<file path="config.mk">
export PLATFORM = sky130hd
export DESIGN_NAME = prog_loader_flat
export DESIGN_NICKNAME = d
export VERILOG_FILES = /design/src/rtl/prog_loader_if.sv /design/src/rtl/prog_loader.sv /design/src/flat_wrapper.sv
export SDC_FILE = /design/constraint.sdc
export NUM_CORES = 1
export LEC_CHECK = 0
export CORE_UTILIZATION = 56
export CTS_CLUSTER_SIZE = 25
export DETAILED_ROUTE_END_ITERATION = 10
export PLACE_DENSITY = 0.88
export SLEW_MARGIN = 5
export SYNTH_ARGS = -nofsm -noshare
export SYNTH_HDL_FRONTEND = slang
export SYNTH_SLANG_ARGS = --single-unit
</file>
<file path="constraint.sdc">
create_clock -name clk -period 6.2 [get_ports clk]
set_clock_uncertainty 0.15 [all_clocks]
set_input_delay 1.24 -clock clk [delete_from_list [all_inputs] [get_ports clk]]
set_output_delay 1.24 -clock clk [all_outputs]
set_load 0.01 [all_outputs]
</file>
<file path="src/rtl/prog_loader_if.sv">
// Byte-stream and instruction-memory write bus of the boot program loader.
//   byte_in / byte_valid / byte_ready : valid/ready byte stream into the loader
//   mem_we / mem_addr / mem_wdata     : word writes out of the loader
// master: the system side (byte source, memory sink). slave: the loader.
interface prog_loader_if #(
    parameter int AW = 15
);
    logic [7:0]    byte_in;
    logic          byte_valid;
    logic          byte_ready;
    logic          mem_we;
    logic [AW-1:0] mem_addr;
    logic [15:0]   mem_wdata;

    modport master (
        output byte_in, byte_valid,
        input  byte_ready, mem_we, mem_addr, mem_wdata
    );

    modport slave (
        input  byte_in, byte_valid,
        output byte_ready, mem_we, mem_addr, mem_wdata
    );
endinterface

</file>
<file path="src/rtl/prog_loader.sv">
// Boot-time program loader. Receives a frame of
//   count_hi, count_lo, 2*N data bytes, xor-checksum byte
// packs the data big-endian into 16-bit words written to instruction memory
// from address 0 upward, and releases the core reset only once the checksum
// matches.
// Ports:
//   clk, rst  : clock, asynchronous active-high reset
//   bus       : byte stream in, memory write bus out (slave modport)
//   core_rst  : reset to the core, low only after a successful load
//   done, err : sticky load result flags
//
// state  | meaning
// CNT_HI | waiting for word-count high byte
// CNT_LO | waiting for word-count low byte, range check
// D_HI   | waiting for first (high) byte of a word
// D_LO   | waiting for second (low) byte of a word
// WR     | writing the assembled word
// CHK    | waiting for checksum byte
// DONE   | image loaded, core released (terminal)
// ERR    | oversize header or bad checksum (terminal)
module prog_loader #(
    parameter int MAX_WORDS = 16384,
    parameter int AW        = 15
) (
    input  logic          clk,
    input  logic          rst,
    prog_loader_if.slave  bus,
    output logic          core_rst,
    output logic          done,
    output logic          err
);

    typedef enum logic [2:0] {
        CNT_HI, CNT_LO, D_HI, D_LO, WR, CHK, DONE, ERR
    } state_t;

    state_t        state, state_n;
    logic [15:0]   count;
    logic [15:0]   count_full;
    logic [7:0]    hi, lo, chk;
    logic [AW-2:0] idx;
    logic          accept;

    assign accept        = bus.byte_valid && bus.byte_ready;
    assign bus.mem_addr  = {idx, 1'b0};
    assign bus.mem_wdata = {hi, lo};

    always_ff @(posedge clk or posedge rst) begin
        if (rst) begin
            state <= CNT_HI;
        end else begin
            state <= state_n;
        end
    end

    always_comb begin
        state_n        = state;
        bus.byte_ready = 1'b0;
        bus.mem_we     = 1'b0;
        core_rst       = 1'b1;
        done           = 1'b0;
        err            = 1'b0;
        count_full     = {count[15:8], bus.byte_in};
        case (state)
            CNT_HI: begin
                bus.byte_ready = 1'b1;
                if (bus.byte_valid) state_n = CNT_LO;
            end
            CNT_LO: begin
                bus.byte_ready = 1'b1;
                if (bus.byte_valid) begin
                    if (32'(count_full) > MAX_WORDS) state_n = ERR;
                    else if (count_full == 16'd0)    state_n = CHK;
                    else                             state_n = D_HI;
                end
            end
            D_HI: begin
                bus.byte_ready = 1'b1;
                if (bus.byte_valid) state_n = D_LO;
            end
            D_LO: begin
                bus.byte_ready = 1'b1;
                if (bus.byte_valid) state_n = WR;
            end
            WR: begin
                bus.mem_we = 1'b1;
                // idx is the index being written now; last word is N-1
                if (32'(idx) + 32'd1 == 32'(count)) state_n = CHK;
                else                                state_n = D_HI;
            end
            CHK: begin
                bus.byte_ready = 1'b1;
                if (bus.byte_valid) begin
                    if (bus.byte_in == chk) state_n = DONE;
                    else                    state_n = ERR;
                end
            end
            DONE: begin
                core_rst = 1'b0;
                done     = 1'b1;
            end
            ERR: begin
                err = 1'b1;
            end
            default: state_n = CNT_HI;
        endcase
    end

    always_ff @(posedge clk or posedge rst) begin
        if (rst) begin
            count <= '0;
            hi    <= '0;
            lo    <= '0;
            chk   <= '0;
            idx   <= '0;
        end else begin
            case (state)
                CNT_HI: if (accept) count[15:8] <= bus.byte_in;
                CNT_LO: if (accept) begin
                    count[7:0] <= bus.byte_in;
                    chk        <= '0;
                    idx        <= '0;
                end
                D_HI: if (accept) begin
                    hi  <= bus.byte_in;
                    chk <= chk ^ bus.byte_in;
                end
                D_LO: if (accept) begin
                    lo  <= bus.byte_in;
                    chk <= chk ^ bus.byte_in;
                end
                WR: idx <= idx + 1'b1;
                default: ;
            endcase
        end
    end

endmodule

</file>
<file path="src/flat_wrapper.sv">
// flat-port wrapper written by rule: the top's interface ports become plain ports
module prog_loader_flat 
#(
    parameter int MAX_WORDS = 16384,
    parameter int AW        = 15
)
  (clk, rst, core_rst, done, err, bus_byte_in, bus_byte_valid, bus_byte_ready, bus_mem_we, bus_mem_addr, bus_mem_wdata);
  prog_loader_if #(.AW(AW)) bus_i ();
  input  logic clk;
  input  logic rst;
  output logic core_rst;
  output logic done;
  output logic err;
  input wire logic [$bits(bus_i.byte_in)-1:0] bus_byte_in;
  input wire logic [$bits(bus_i.byte_valid)-1:0] bus_byte_valid;
  output wire logic [$bits(bus_i.byte_ready)-1:0] bus_byte_ready;
  output wire logic [$bits(bus_i.mem_we)-1:0] bus_mem_we;
  output wire logic [$bits(bus_i.mem_addr)-1:0] bus_mem_addr;
  output wire logic [$bits(bus_i.mem_wdata)-1:0] bus_mem_wdata;
  assign bus_i.byte_in = bus_byte_in;
  assign bus_i.byte_valid = bus_byte_valid;
  assign bus_byte_ready = bus_i.byte_ready;
  assign bus_mem_we = bus_i.mem_we;
  assign bus_mem_addr = bus_i.mem_addr;
  assign bus_mem_wdata = bus_i.mem_wdata;
  prog_loader #(.MAX_WORDS(MAX_WORDS), .AW(AW)) u_core (.clk(clk), .rst(rst), .bus(bus_i), .core_rst(core_rst), .done(done), .err(err));
endmodule
</file>
[Word-level counts from Yosys, hierarchy flattened]
Index checks and enable logic that the tools add are counted.
Storage, ports and cells
  bits in registers: 57
  output and inout port bits: 36
Operators by class
  bitwise operators: 1
  magnitude comparators: 1
  $add $sub $neg: 2
  equal/unequal tests: 16
  multiplexer cells: 20
  reductions and logical operators: 15
Operator list (number)
  32-bit by 16-bit equality test with 1-bit output: 1
  14-bit one-hot mux with 2 select lines: 1
  3-bit 2-to-1 mux: 8
  3-bit one-hot mux with 6 select lines: 1
  16-bit by 15-bit > comparator with 1-bit output (second input constant): 1
  16-bit logical NOT: 1
  8-bit 2-to-1 mux: 2
  8-bit one-hot mux with 2 select lines: 1
  14-bit by 1-bit adder with 15-bit output (second input constant): 1
  14-bit by 1-bit adder with 14-bit output (second input constant): 1
  14-bit 2-to-1 mux: 1
  3-bit equality test (second input constant): 4
  2-bit inequality test (second input constant): 5
  2-bit AND reduction: 5
  8-bit equality test: 1
  8-bit XOR: 1
  3-bit by 2-bit equality test with 1-bit output (second input constant): 2
  1-bit 2-to-1 mux: 6
  6-bit AND reduction: 1
  6-bit nonzero test: 1
  5-bit OR reduction: 1
  2-bit by 1-bit inequality test with 1-bit output (second input constant): 2
  2-bit nonzero test: 2
  3-bit by 1-bit equality test with 1-bit output (second input constant): 1
  other kinds (4): 4

[Longest topological paths before layout]
  depth in word-level cells: 6
  depth in mapped cells: 8
  gate-level depth less buffers: 8

[Worst setup path before layout]
Ideal clock, no wire load.
  path type: in2reg
  start: input port bus_byte_in[3]
  end: register u_core.state[0]
  stages: 8
  buffers on the path: 1
  slack: 3.501 ns
  required time: 5.986 ns
  library setup time: 0.064 ns
  data arrival time: 2.485 ns
  cell sequence: clkbuf_1 > nor4_1 > nand4_1 > mux2i_1 > a21oi_1 > a41o_1 > a21oi_1 > a21o_1
On the way
  longest elaborated chain between the ends: 5
Ends and longest elaborated chain
  start, declared: line flat_wrapper.sv:14  | input wire logic [$bits(bus_i.byte_in)-1:0] bus_byte_in;
  parallel branches: the longest is 4 deep, another holds 16-bit by 15-bit > comparator with 1-bit output
  3-bit one-hot mux with 6 select lines *: line prog_loader.sv:64  | case (state)
  end signal, assigned: line prog_loader.sv:52  | state <= state_n;
  end, declared: line prog_loader.sv:37  | state_t state, state_n;
Mark *: on every way between the ends. The select of a mux whose other input is x is not followed.
A chain may end at the register's enable or synchronous reset.

[Final worst setup path]
  start: register u_core.state[0]
  end: output port bus_mem_we
On the way
  longest elaborated chain between the ends: 2
Ends and longest elaborated chain
  3-bit equality test: line prog_loader.sv:64
  1-bit 2-to-1 mux: line prog_loader.sv:64
  end, declared: line flat_wrapper.sv:17  | output wire logic [$bits(bus_i.mem_we)-1:0] bus_mem_we;
No other way between the ends.

==> out/results.tsv <==
metric	value	unit
status	finished, final reports clean	
min Tclk post-route	3960	ps
Finish-stage setup viols	0	
minimum hold slack	354	ps
worst skew pair latency	340	ps
DR DRC count	0	
CTS root buf	clkbuf_8	
CTS sink count	57	
GRT Residual Overflow	0	
site row count	26	
average wire per standard cell	17.2	um
Critical Path Source Type	flop	
fmax	253	MHz
Slew Limit Fails	0	
first-pass GRT wire length	12500	um
final hold violation count	0	
CP Data Required Time	4810	ps
adder-cell share of the synthesized area	0.00401	
Final Worst Setup Slack	2240	ps
DP Wirelength	4970	um
Synth area leaders	dfrtp_1 46%, mux2_2 11%, o21ai_0 6.4%, nand2_1 4.7%, xnor2_1 4.2%	
clock slew at reported path FFs	60	ps
Post-Synth XOR/XNOR Area	0.0775	
total negative slack	0	ps
fin crit share	0.638	
# diodes	0	
H-tree levels	3	
Post-synth top cells	57 x dfrtp_1, 40 x o21ai_0, 39 x nand2_1, 30 x mux2_2, 24 x nor2_1	
IO buf count	45	
RSZ-0062 raised after global routing	false	
CP Capture Type	output pin	
ys flop type	dfrtp_1	
Antenna Nets Post-Route	0	
Die Area	5870	um^2
Compound-Gate Fraction of Synth Area	0.148	
Leak	0.00154	uW
met2 wire length	3650	um
WP data arrival	2570	ps
syn_nets	330	
post-synth cell types	51	
Reg2Reg Setup Slack	3180	ps
Synth top area share	0.458	
Syn Area/Cell	9.80	um^2
relative slew slack	0.436	
antenna violations before repair	0	
proportion of synthesized area in mux cells	0.112	
Ys Warns	0	
Setup Buffers After CTS	0	
Synth async-reset ratio	1.00	
reg2reg start	u_core.state[0]$_DFFE_PP0P_	
Syn-to-layout area delta	21.0	%
Seq cells post-synth	57	
worst setup path class	reg2out	
total CTS buffers	9	
share of layout cells above drive strength 1	0.157	
worst slew pin tran	843	ps
Finished Core Util	0.720	
Iter 0 DRT Violations	302	
total wire length	7430	um
Synth Instances	318	
Via density	6.25	
crit path max-delay cell type	clkdlybuf4s50_1	
fin nets	370	
HP Start	u_core.lo[3]$_DFFE_PP0P_	
CP cell instances	nor2_1, nand2_1, clkinv_1, clkdlybuf4s50_1	
Core Area	5240	um^2
Hold-fix buffers, CTS	0	
most numerous cell in the Yosys netlist	dfrtp_1	
vias in the first global route	2664	
EDFF count, synth	0	
worst min path class	reg2reg	
routability congestion estimate	0.880	
TritonRoute pass-1 iters	5	
worst-path fanout max	18	
Boundary Pins	47	
fillcell total	374	
DRT met1 WL	3040	um
Die W	76.6	um
CTS tree	done	
initial core utilization	0.595	
cell type with the largest total area after synthesis	dfrtp_1	
GRT Total Usage	0.276	
die height	76.6	um
Critical path origin	u_core.state[0]$_DFFE_PP0P_	
Peak VDD IR	316	uV
post-synthesis sequential area ratio	0.458	
Crit path max-delay family	buffers and inverters	
delay of the slowest cell on the worst path	590	ps
synthesized area	3120	um^2
largest family of logic cells by synthesized area	simple AND/OR/NAND/NOR gates	
DP Worst Slack	2600	ps
Pwr Density	502	nW/um^2
CTS max path bufs	2	
Vias	2706	
DR WL met3	553	um
Top Layer Used	met4	
WP buf/inv	2	
largest net degree at the start of global routing	58	
Max-cap violations	0	
Post-Synth Simple-Gate Area	0.170	
post-cts resize count	0	
[layer usage]
| metal | track usage | vias up |
|---|---|---|
| met1 | 0.345 | 1314 |
| met2 | 0.444 | 143 |
| met4 | 0.131 | 0 |
| met5 | 0 | - |
| met3 | 0.0731 | 25 |
| li1 | - | 1224 |
[where the power goes]
group | total (uW) | switching (uW) | internal, uW
Sequential | 772 | 228 | 544
Clock | 315 | 151 | 164
Combinational | 808 | 354 | 454
Total | 1890 | 732 | 1160
[worst paths after layout]
check / end / cells past startpoint
worst min register to register: u_core.lo[3]$_DFFE_PP0P_ / 1
max in group asynchronous: u_core.idx[5]$_DFFE_PP0P_ / 3
min in group asynchronous: u_core.hi[2]$_DFFE_PP0P_ / 3
worst max register to register: u_core.idx[8]$_DFFE_PP0P_ / 6
worst max-delay path: bus_mem_we / 4
worst min-delay path: u_core.lo[3]$_DFFE_PP0P_ / 1
[layout make-up]
cell class | count | area, um^2 | area share
multi-input cells | 238 | 1600 | 0.423
flip-flops and latches | 57 | 1430 | 0.378
repair buffers | 46 | 458 | 0.121
clock buffers | 11 | 151 | 0.0401
well taps | 70 | 87.6 | 0.0232
clock inverters | 5 | 30.0 | 0.00796
inverters | 6 | 22.5 | 0.00597
[registers in the layout (all words and copies together) (netlist names)]
| signal | cells |
|---|---|
| u_core.chk | 8 |
| u_core.lo | 8 |
| u_core.count | 16 |
| u_core.hi | 8 |
| u_core.state | 3 |
| u_core.idx | 14 |
[through the flow]
stage	std cells	power [uW]	area (um^2)
finish	433	1890	3770
detailed placement	417	1570	3590
global placement	417	1530	3590
floorplan	318	1220	3120
global route	433	2020	3770
CTS	433	1890	3770
[worst reg2reg max path, delay by kind of cell, from the launching register on]
| family | cells | cell delay (ps) |
|---|---|---|
| buffers and inverters | 1 | 470 |
| DFF | 1 | 570 |
| and+or+nand+nor | 3 | 1370 |
| AOI/OAI and AO/OA | 2 | 360 |
[kinds of logic (layout without fill, tap and decap cells)]
group,count (synthesis),in the layout
simple gates,106,106
buf+inv,23,68
flops,57,57
fa+ha+maj,1,1
mux,31,31
xor+xnor,26,26
compound gates,73,73
other cells,1,1
[cell usage in the layout (no fill, tap or decap), types with 7 or more instances in the layout]
master and count:
a21oi_1 7, nor4_1 7, nor2_1 24, nand2_1 39, clkdlybuf4s50_1 45, mux2_2 30, xnor2_1 15, dfrtp_1 57
xor2_1 10, clkbuf_8 11, o21ai_0 40
Note: power is estimated with default switching activity, not from simulation.
